$ cat src/rtl/i2s_phy_out.sv
// I2S/TDM transmit serializer: MSB-first sample bytes from an 8-bit stream are shifted onto datao
// in bclk slots aligned to lrck frame starts, with zero fill, underrun and sync-error accounting.
module i2s_phy_out (
  input  logic        bclk,
  input  logic        rst,
  input  logic        lrck,
  output logic        datao,
  input  logic        s_axis_tvalid,
  input  logic [7:0]  s_axis_tdata,
  input  logic        s_axis_tlast,
  output logic        s_axis_tready,
  input  logic [4:0]  i_tdm_num,
  input  logic [5:0]  i_word_width,
  input  logic [5:0]  i_valid_word_width,
  input  logic        i_lrck_polarity,
  input  logic        i_lrck_alignment,
  input  logic        i_enable,
  output logic [31:0] o_frame_num,
  output logic [15:0] o_underrun_cnt,
  output logic [15:0] o_sync_err_cnt
);

  localparam int unsigned SAMPLE_W = 32;
  localparam int unsigned FRAME_W  = 32;
  localparam int unsigned CNT_W    = 16;
  localparam int unsigned BIT_W    = 6;
  localparam int unsigned SLOT_W   = 5;

  typedef enum logic [1:0] {IDLE, WAIT_SYNC, SHIFT, PAD} state_t;

  state_t              state_q, state_n;
  logic                lrck_d, pend_q, pend_n;
  logic [SLOT_W-1:0]   cfg_tdm_q, cfg_tdm_n;
  logic [BIT_W-1:0]    cfg_ww_q, cfg_ww_n, cfg_vww_q, cfg_vww_n;
  logic                cfg_pol_q, cfg_pol_n, cfg_align_q, cfg_align_n;
  logic [BIT_W-1:0]    bit_cnt_q, bit_cnt_n;
  logic [SLOT_W-1:0]   slot_cnt_q, slot_cnt_n, in_slot_q, in_slot_n;
  logic [SAMPLE_W-1:0] shift_q, shift_n, next_q, next_n;
  logic                next_full_q, next_full_n;
  logic [1:0]          byte_cnt_q, byte_cnt_n;
  logic                datao_n, tready_n;
  logic [FRAME_W-1:0]  frame_n;
  logic [CNT_W-1:0]    underrun_n, sync_err_n;

  logic       start_c, launch_c, last_bit_c, last_slot_c, accept_c, last_byte_c, slot_start_c;
  logic [1:0] bytes_m1_c;

  // Frame start on the configured lrck edge; alignment 1 launches slot 0 one bclk later
  assign start_c     = cfg_pol_q ? (~lrck & lrck_d) : (lrck & ~lrck_d);
  assign launch_c    = (start_c & ~cfg_align_q) | pend_q;
  assign last_bit_c  = (bit_cnt_q == cfg_ww_q - 6'd1);
  assign last_slot_c = (slot_cnt_q == cfg_tdm_q - 5'd1);
  assign accept_c    = s_axis_tvalid & s_axis_tready;
  assign bytes_m1_c  = 2'(cfg_vww_q[5:3] - 3'd1);
  assign last_byte_c = (byte_cnt_q == bytes_m1_c);

  always_comb begin
    state_n      = state_q;
    pend_n       = 1'b0;
    cfg_tdm_n    = cfg_tdm_q;
    cfg_ww_n     = cfg_ww_q;
    cfg_vww_n    = cfg_vww_q;
    cfg_pol_n    = cfg_pol_q;
    cfg_align_n  = cfg_align_q;
    bit_cnt_n    = bit_cnt_q;
    slot_cnt_n   = slot_cnt_q;
    shift_n      = shift_q;
    next_n       = next_q;
    next_full_n  = next_full_q;
    byte_cnt_n   = byte_cnt_q;
    in_slot_n    = in_slot_q;
    datao_n      = 1'b0;
    frame_n      = o_frame_num;
    underrun_n   = o_underrun_cnt;
    sync_err_n   = o_sync_err_cnt;
    slot_start_c = 1'b0;

    // Configuration tracks the inputs only while no frame is being shifted
    if (state_q != SHIFT) begin
      cfg_tdm_n   = i_tdm_num;
      cfg_ww_n    = i_word_width;
      cfg_vww_n   = i_valid_word_width;
      cfg_pol_n   = i_lrck_polarity;
      cfg_align_n = i_lrck_alignment;
    end

    if (!i_enable) begin
      state_n     = IDLE;
      bit_cnt_n   = '0;
      slot_cnt_n  = '0;
      shift_n     = '0;
      next_n      = '0;
      next_full_n = 1'b0;
      byte_cnt_n  = '0;
      in_slot_n   = '0;
    end else if (state_q == IDLE) begin
      state_n = WAIT_SYNC;
    end else begin
      if (start_c) begin
        frame_n = o_frame_num + 32'd1;
        pend_n  = cfg_align_q;
        // A delayed-launch start coinciding with the final bit is an on-time frame
        if (state_q == SHIFT && !(cfg_align_q && last_bit_c && last_slot_c))
          sync_err_n = (&o_sync_err_cnt) ? o_sync_err_cnt : o_sync_err_cnt + 16'd1;
      end

      if (launch_c) begin
        state_n      = SHIFT;
        slot_start_c = 1'b1;
        bit_cnt_n    = 6'd1;
        slot_cnt_n   = '0;
      end else if (state_q == SHIFT) begin
        if (bit_cnt_q == '0) begin
          slot_start_c = 1'b1;
        end else begin
          datao_n = (bit_cnt_q < cfg_vww_q) & shift_q[SAMPLE_W-1];
          shift_n = {shift_q[SAMPLE_W-2:0], 1'b0};
        end
        if (last_bit_c) begin
          bit_cnt_n = '0;
          if (last_slot_c) state_n = PAD;
          else             slot_cnt_n = slot_cnt_q + 5'd1;
        end else begin
          bit_cnt_n = bit_cnt_q + 6'd1;
        end
      end

      // Slot boundary: take the buffered sample or send a zero slot
      if (slot_start_c) begin
        if (next_full_q) begin
          datao_n     = next_q[SAMPLE_W-1];
          shift_n     = {next_q[SAMPLE_W-2:0], 1'b0};
          next_full_n = 1'b0;
        end else begin
          shift_n    = '0;
          underrun_n = (&o_underrun_cnt) ? o_underrun_cnt : o_underrun_cnt + 16'd1;
        end
      end

      if (accept_c) begin
        case (byte_cnt_q)
          2'd0:    next_n[31:24] = s_axis_tdata;
          2'd1:    next_n[23:16] = s_axis_tdata;
          2'd2:    next_n[15:8]  = s_axis_tdata;
          default: next_n[7:0]   = s_axis_tdata;
        endcase
        if (last_byte_c) begin
          byte_cnt_n  = '0;
          next_full_n = 1'b1;
          in_slot_n   = last_slot_c ? in_slot_q : in_slot_q;
          in_slot_n   = (in_slot_q == cfg_tdm_q - 5'd1) ? '0 : in_slot_q + 5'd1;
        end else begin
          byte_cnt_n = byte_cnt_q + 2'd1;
        end
        if (s_axis_tlast) in_slot_n = '0;
      end
    end

    tready_n = ~next_full_n;
  end

  always_ff @(posedge bclk) begin
    if (rst) begin
      state_q        <= IDLE;
      lrck_d         <= 1'b0;
      pend_q         <= 1'b0;
      cfg_tdm_q      <= '0;
      cfg_ww_q       <= '0;
      cfg_vww_q      <= '0;
      cfg_pol_q      <= 1'b0;
      cfg_align_q    <= 1'b0;
      bit_cnt_q      <= '0;
      slot_cnt_q     <= '0;
      shift_q        <= '0;
      next_q         <= '0;
      next_full_q    <= 1'b0;
      byte_cnt_q     <= '0;
      in_slot_q      <= '0;
      datao          <= 1'b0;
      s_axis_tready  <= 1'b0;
      o_frame_num    <= '0;
      o_underrun_cnt <= '0;
      o_sync_err_cnt <= '0;
    end else begin
      state_q        <= state_n;
      lrck_d         <= lrck;
      pend_q         <= pend_n;
      cfg_tdm_q      <= cfg_tdm_n;
      cfg_ww_q       <= cfg_ww_n;
      cfg_vww_q      <= cfg_vww_n;
      cfg_pol_q      <= cfg_pol_n;
      cfg_align_q    <= cfg_align_n;
      bit_cnt_q      <= bit_cnt_n;
      slot_cnt_q     <= slot_cnt_n;
      shift_q        <= shift_n;
      next_q         <= next_n;
      next_full_q    <= next_full_n;
      byte_cnt_q     <= byte_cnt_n;
      in_slot_q      <= in_slot_n;
      datao          <= datao_n;
      s_axis_tready  <= tready_n;
      o_frame_num    <= frame_n;
      o_underrun_cnt <= underrun_n;
      o_sync_err_cnt <= sync_err_n;
    end
  end

endmodule

$ cat config.mk
export PLATFORM = sky130hd
export DESIGN_NAME = i2s_phy_out
export DESIGN_NICKNAME = d
export VERILOG_FILES = /design/src/rtl/i2s_phy_out.sv
export SDC_FILE = /design/constraint.sdc
export NUM_CORES = 1
export LEC_CHECK = 0
export CELL_PAD_IN_SITES_DETAIL_PLACEMENT = 0
export CELL_PAD_IN_SITES_GLOBAL_PLACEMENT = 1
export CORE_ASPECT_RATIO = 0.9
export CORE_MARGIN = 5
export CORE_UTILIZATION = 37
export DETAILED_ROUTE_END_ITERATION = 12
export PLACE_DENSITY = 0.85
export SETUP_SLACK_MARGIN = 0.3
export SLEW_MARGIN = 5
export SYNTH_ARGS = -nofsm -noshare
export SYNTH_HDL_FRONTEND = slang
export SYNTH_SLANG_ARGS = --single-unit
$ cat constraint.sdc
create_clock -name bclk -period 2.5 [get_ports bclk]
set_input_delay 0.375 -clock bclk [delete_from_list [all_inputs] [get_ports bclk]]
set_output_delay 0.375 -clock bclk [all_outputs]
set_load 0.01 [all_outputs]
==> run metrics <==
asr flop ratio synth 0%; flops & latches, synth 166; Post-Syn Instances between 800 and 900; Mapped Area 7530 sq um; overall power 5680 uW; CTS root buf clkbuf_16; Cells after DPL 1,222; via count 6,724; Post-DRT Antenna Nets 0; Clock Latency Late Sink 0.43 ns; internal power around 4300 uW; slew margin rel. about two thirds; drt wl/cell 15.0 microns; met1 capacity usage during global routing 21.3%; crit path kind flip-flop to flip-flop; non-filler cells in the finished layout 1,276; Max Clk Rate 446 MHz; PortBufs 97; met2 Use GR 24.9%; met3 GRT Util 5.49%; pwr dens 563 nW/um^2; crit end category flip-flop; most common cell in the netlist dfxtp_1; part of the power in combinational logic 6.1%; status complete, no violations; hold violation count in the final report 0; Die ar. 23,300 sq um; Final period util 89.7%; vias per cell 5.27; Starting Density 37.7%; largest net degree at the start of global routing 66; Worst Skew 0.0159 ns; Post-CTS Hold Buffers 0; worst path arrival time 2.56 ns; multiplexer share of the synthesized area 1.81%; setup ws final 0.258 ns; share of the synthesized area in the top cell type between 40 and 50%; Post-synth EDFFs 0; CTS tree built; r2r worst-path depth 9; Avg Inst Size Synth ~8.5 sq um; total CTS buffers 17; pre-CTS WS -0.349 ns; first-pass GRT wire length ~31,000 microns; io pins 99; Max VDD drop between 0.0003 and 0.0004 V; global route overflow 0; clock sinks 166; Clock power frac a little under half; initial antenna violation count 1; vias in the first global route 6,331; DRC 0; Compound-Gate Fraction of Synth Area 14.0%; die width 160 microns; Sw Pwr 1340 uW; Final Wtd Congestion 0.807; DRT iter0 DRCs 461; drt total wl 19,200 microns; largest family of logic cells by synthesized area simple AND/OR/NAND/NOR gates; Seq pwr share 47.4%; dpl hpwl 12,500 microns; CP Max Fanout 4; Sw Share 23.6%; Worst-path clk slew ~0.07 ns; adder-cell share of the synthesized area 2.82%; share of cells above drive strength 1 16.9%; Setup crit start kind flip-flop; Tmin final 2.24 ns; top_reg_cell synth dfxtp_1; Mapped Nets 935; commonest cells in the netlist 166 x dfxtp_1, 111 x nand2_1, 104 x nor2_1, 80 x a21oi_1, 53 x nand3_1; site row count just under 50; Total GRT Usage between 10% and 20%; final core occ 50.5%; Die Span Y 145 microns; # H-tree levels 4; xor-xnor portion of the synthesized cell area 6.23%; max-slew violation count 0; worst hold path type input port to flip-flop; area leader, netlist dfxtp_1; Min-Delay Path Depth 2; number of library cell types mapped by synthesis 58; clk buf depth 2; max_cap viols 0; post-synthesis sequential area ratio 44.1%; top post-synthesis cells by area dfxtp_1 44%, nand2_1 5.5%, a21oi_1 5.3%, xnor2_1 5.2%, nor2_1 5.2%; leakage power between 0.003 and 0.004 uW; Layout Nets 1,057; GRT busiest layer met2; Worst Hold Slack 0.223 ns; first-pass iteration count of the detailed router 7; synthesis-to-finish area growth 33.9%; final setup violation count 0; core region area around 20,000 sq um; WP data required roughly 2.8 ns; Least-Margin Pin Slew 0.502 ns; Synthesis Warnings 0; RSZ-0062 raised after global routing true; Post-Synth Simple-Gate Area between 20% and 30%
[cells by family after synthesis]
group / after synthesis
simple gates: 402
flops: 166
compound gates: 161
buf+inv: 75
xor+xnor: 52
fa+ha+maj: 17
mux: 12
[per-layer routing]
layer	wire, microns	up-vias	part of all wire, %
met5	0	-	0
li1	-	3365	-
met4	196	0	1.0
met3	1190	14	6.2
met1	8980	3197	47
met2	8790	148	46
[path summary, 6_finish.rpt]
kind,startpoint,endpoint,slack (ns)
worst min register to register,next_q[22],next_q[22],0.46
worst max-delay path,cfg_ww_q[1],o_sync_err_cnt[11],0.26
worst min-delay path,lrck,lrck_d,0.22
worst max register to register,cfg_ww_q[1],o_sync_err_cnt[11],0.26
[flip-flops by register name, indices dropped and copies added (netlist names)]
register        flops
next_q             32
o_frame_num        32
shift_q            31
o_sync_err_cnt     16
o_underrun_cnt     16
bit_cnt_q           6
cfg_vww_q           6
cfg_ww_q            6
cfg_tdm_q           5
slot_cnt_q          5
byte_cnt_q          2
state_q             2
cfg_align_q         1
cfg_pol_q           1
datao               1
lrck_d              1
next_full_q         1
pend_q              1
s_axis_tready       1
[cells in the final DEF, fill, tap and decap left out, types with 8 or more instances in the layout]
cell type,instances
nor3_1,9
or3_1,15
xnor2_1,43
clkbuf_16,19
o21ai_2,9
buf_6,8
a222oi_1,30
dfxtp_1,159
nor3_2,8
o21ai_0,15
ha_1,16
nor2b_1,13
nand2_1,110
clkdlybuf4s50_1,95
buf_4,44
nor4_1,12
nor2_1,101
nand3_1,52
nand4_1,18
inv_1,22
a21oi_1,75
nand2b_1,8
[final cells by class]
cell class	count	area (sq um)
Fill cell	1898	9900
Multi-Input combinational cell	644	4210
Sequential cell	166	3340
Timing Repair Buffer	155	1540
Clock buffer	19	443
Tap cell	255	319
Clock inverter	13	149
Inverter	23	86.3
Antenna cell	1	2.50
[power groups by stage]
stage | registers [uW] | logic, uW | clock network [uW]
after CTS | 2690 | 314 | 2700
after global routing | 2700 | 379 | 2810
after global placement | 2750 | 302 | 0
after detailed placement | 2750 | 304 | 0
final | 2690 | 346 | 2640
after floorplan | 2750 | 177 | 0
[per-stage QoR]
step	cell area [sq um]	TNS [ns]
6_report	10100	0
2_1_floorplan	7550	0
3_5_place_dp	8970	-9.72
4_1_cts	9660	0
3_3_place_gp	8970	-7.27
5_1_grt	10100	0
[repair_timing]
action                                  in CTS  in global routing
pin swaps                                    5                 37
setup buffers                                5                 13
endpoints found under the setup margin      21                 83
gates cloned                                 1                  2
endpoints found under the hold margin        0                  0
gates resized for setup                      9                 66
[worst max-delay path, stage by stage, from the launching register on]
cell       delay (ns)
dfxtp_4          0.35
buf_6            0.12
nor3_4           0.19
nand3_2          0.11
a2111oi_4        0.43
buf_4            0.18
and4_4           0.26
clkbuf_16        0.16
nor4_4           0.04
mux2_4           0.29
Note: power is estimated with default switching activity, not from simulation.
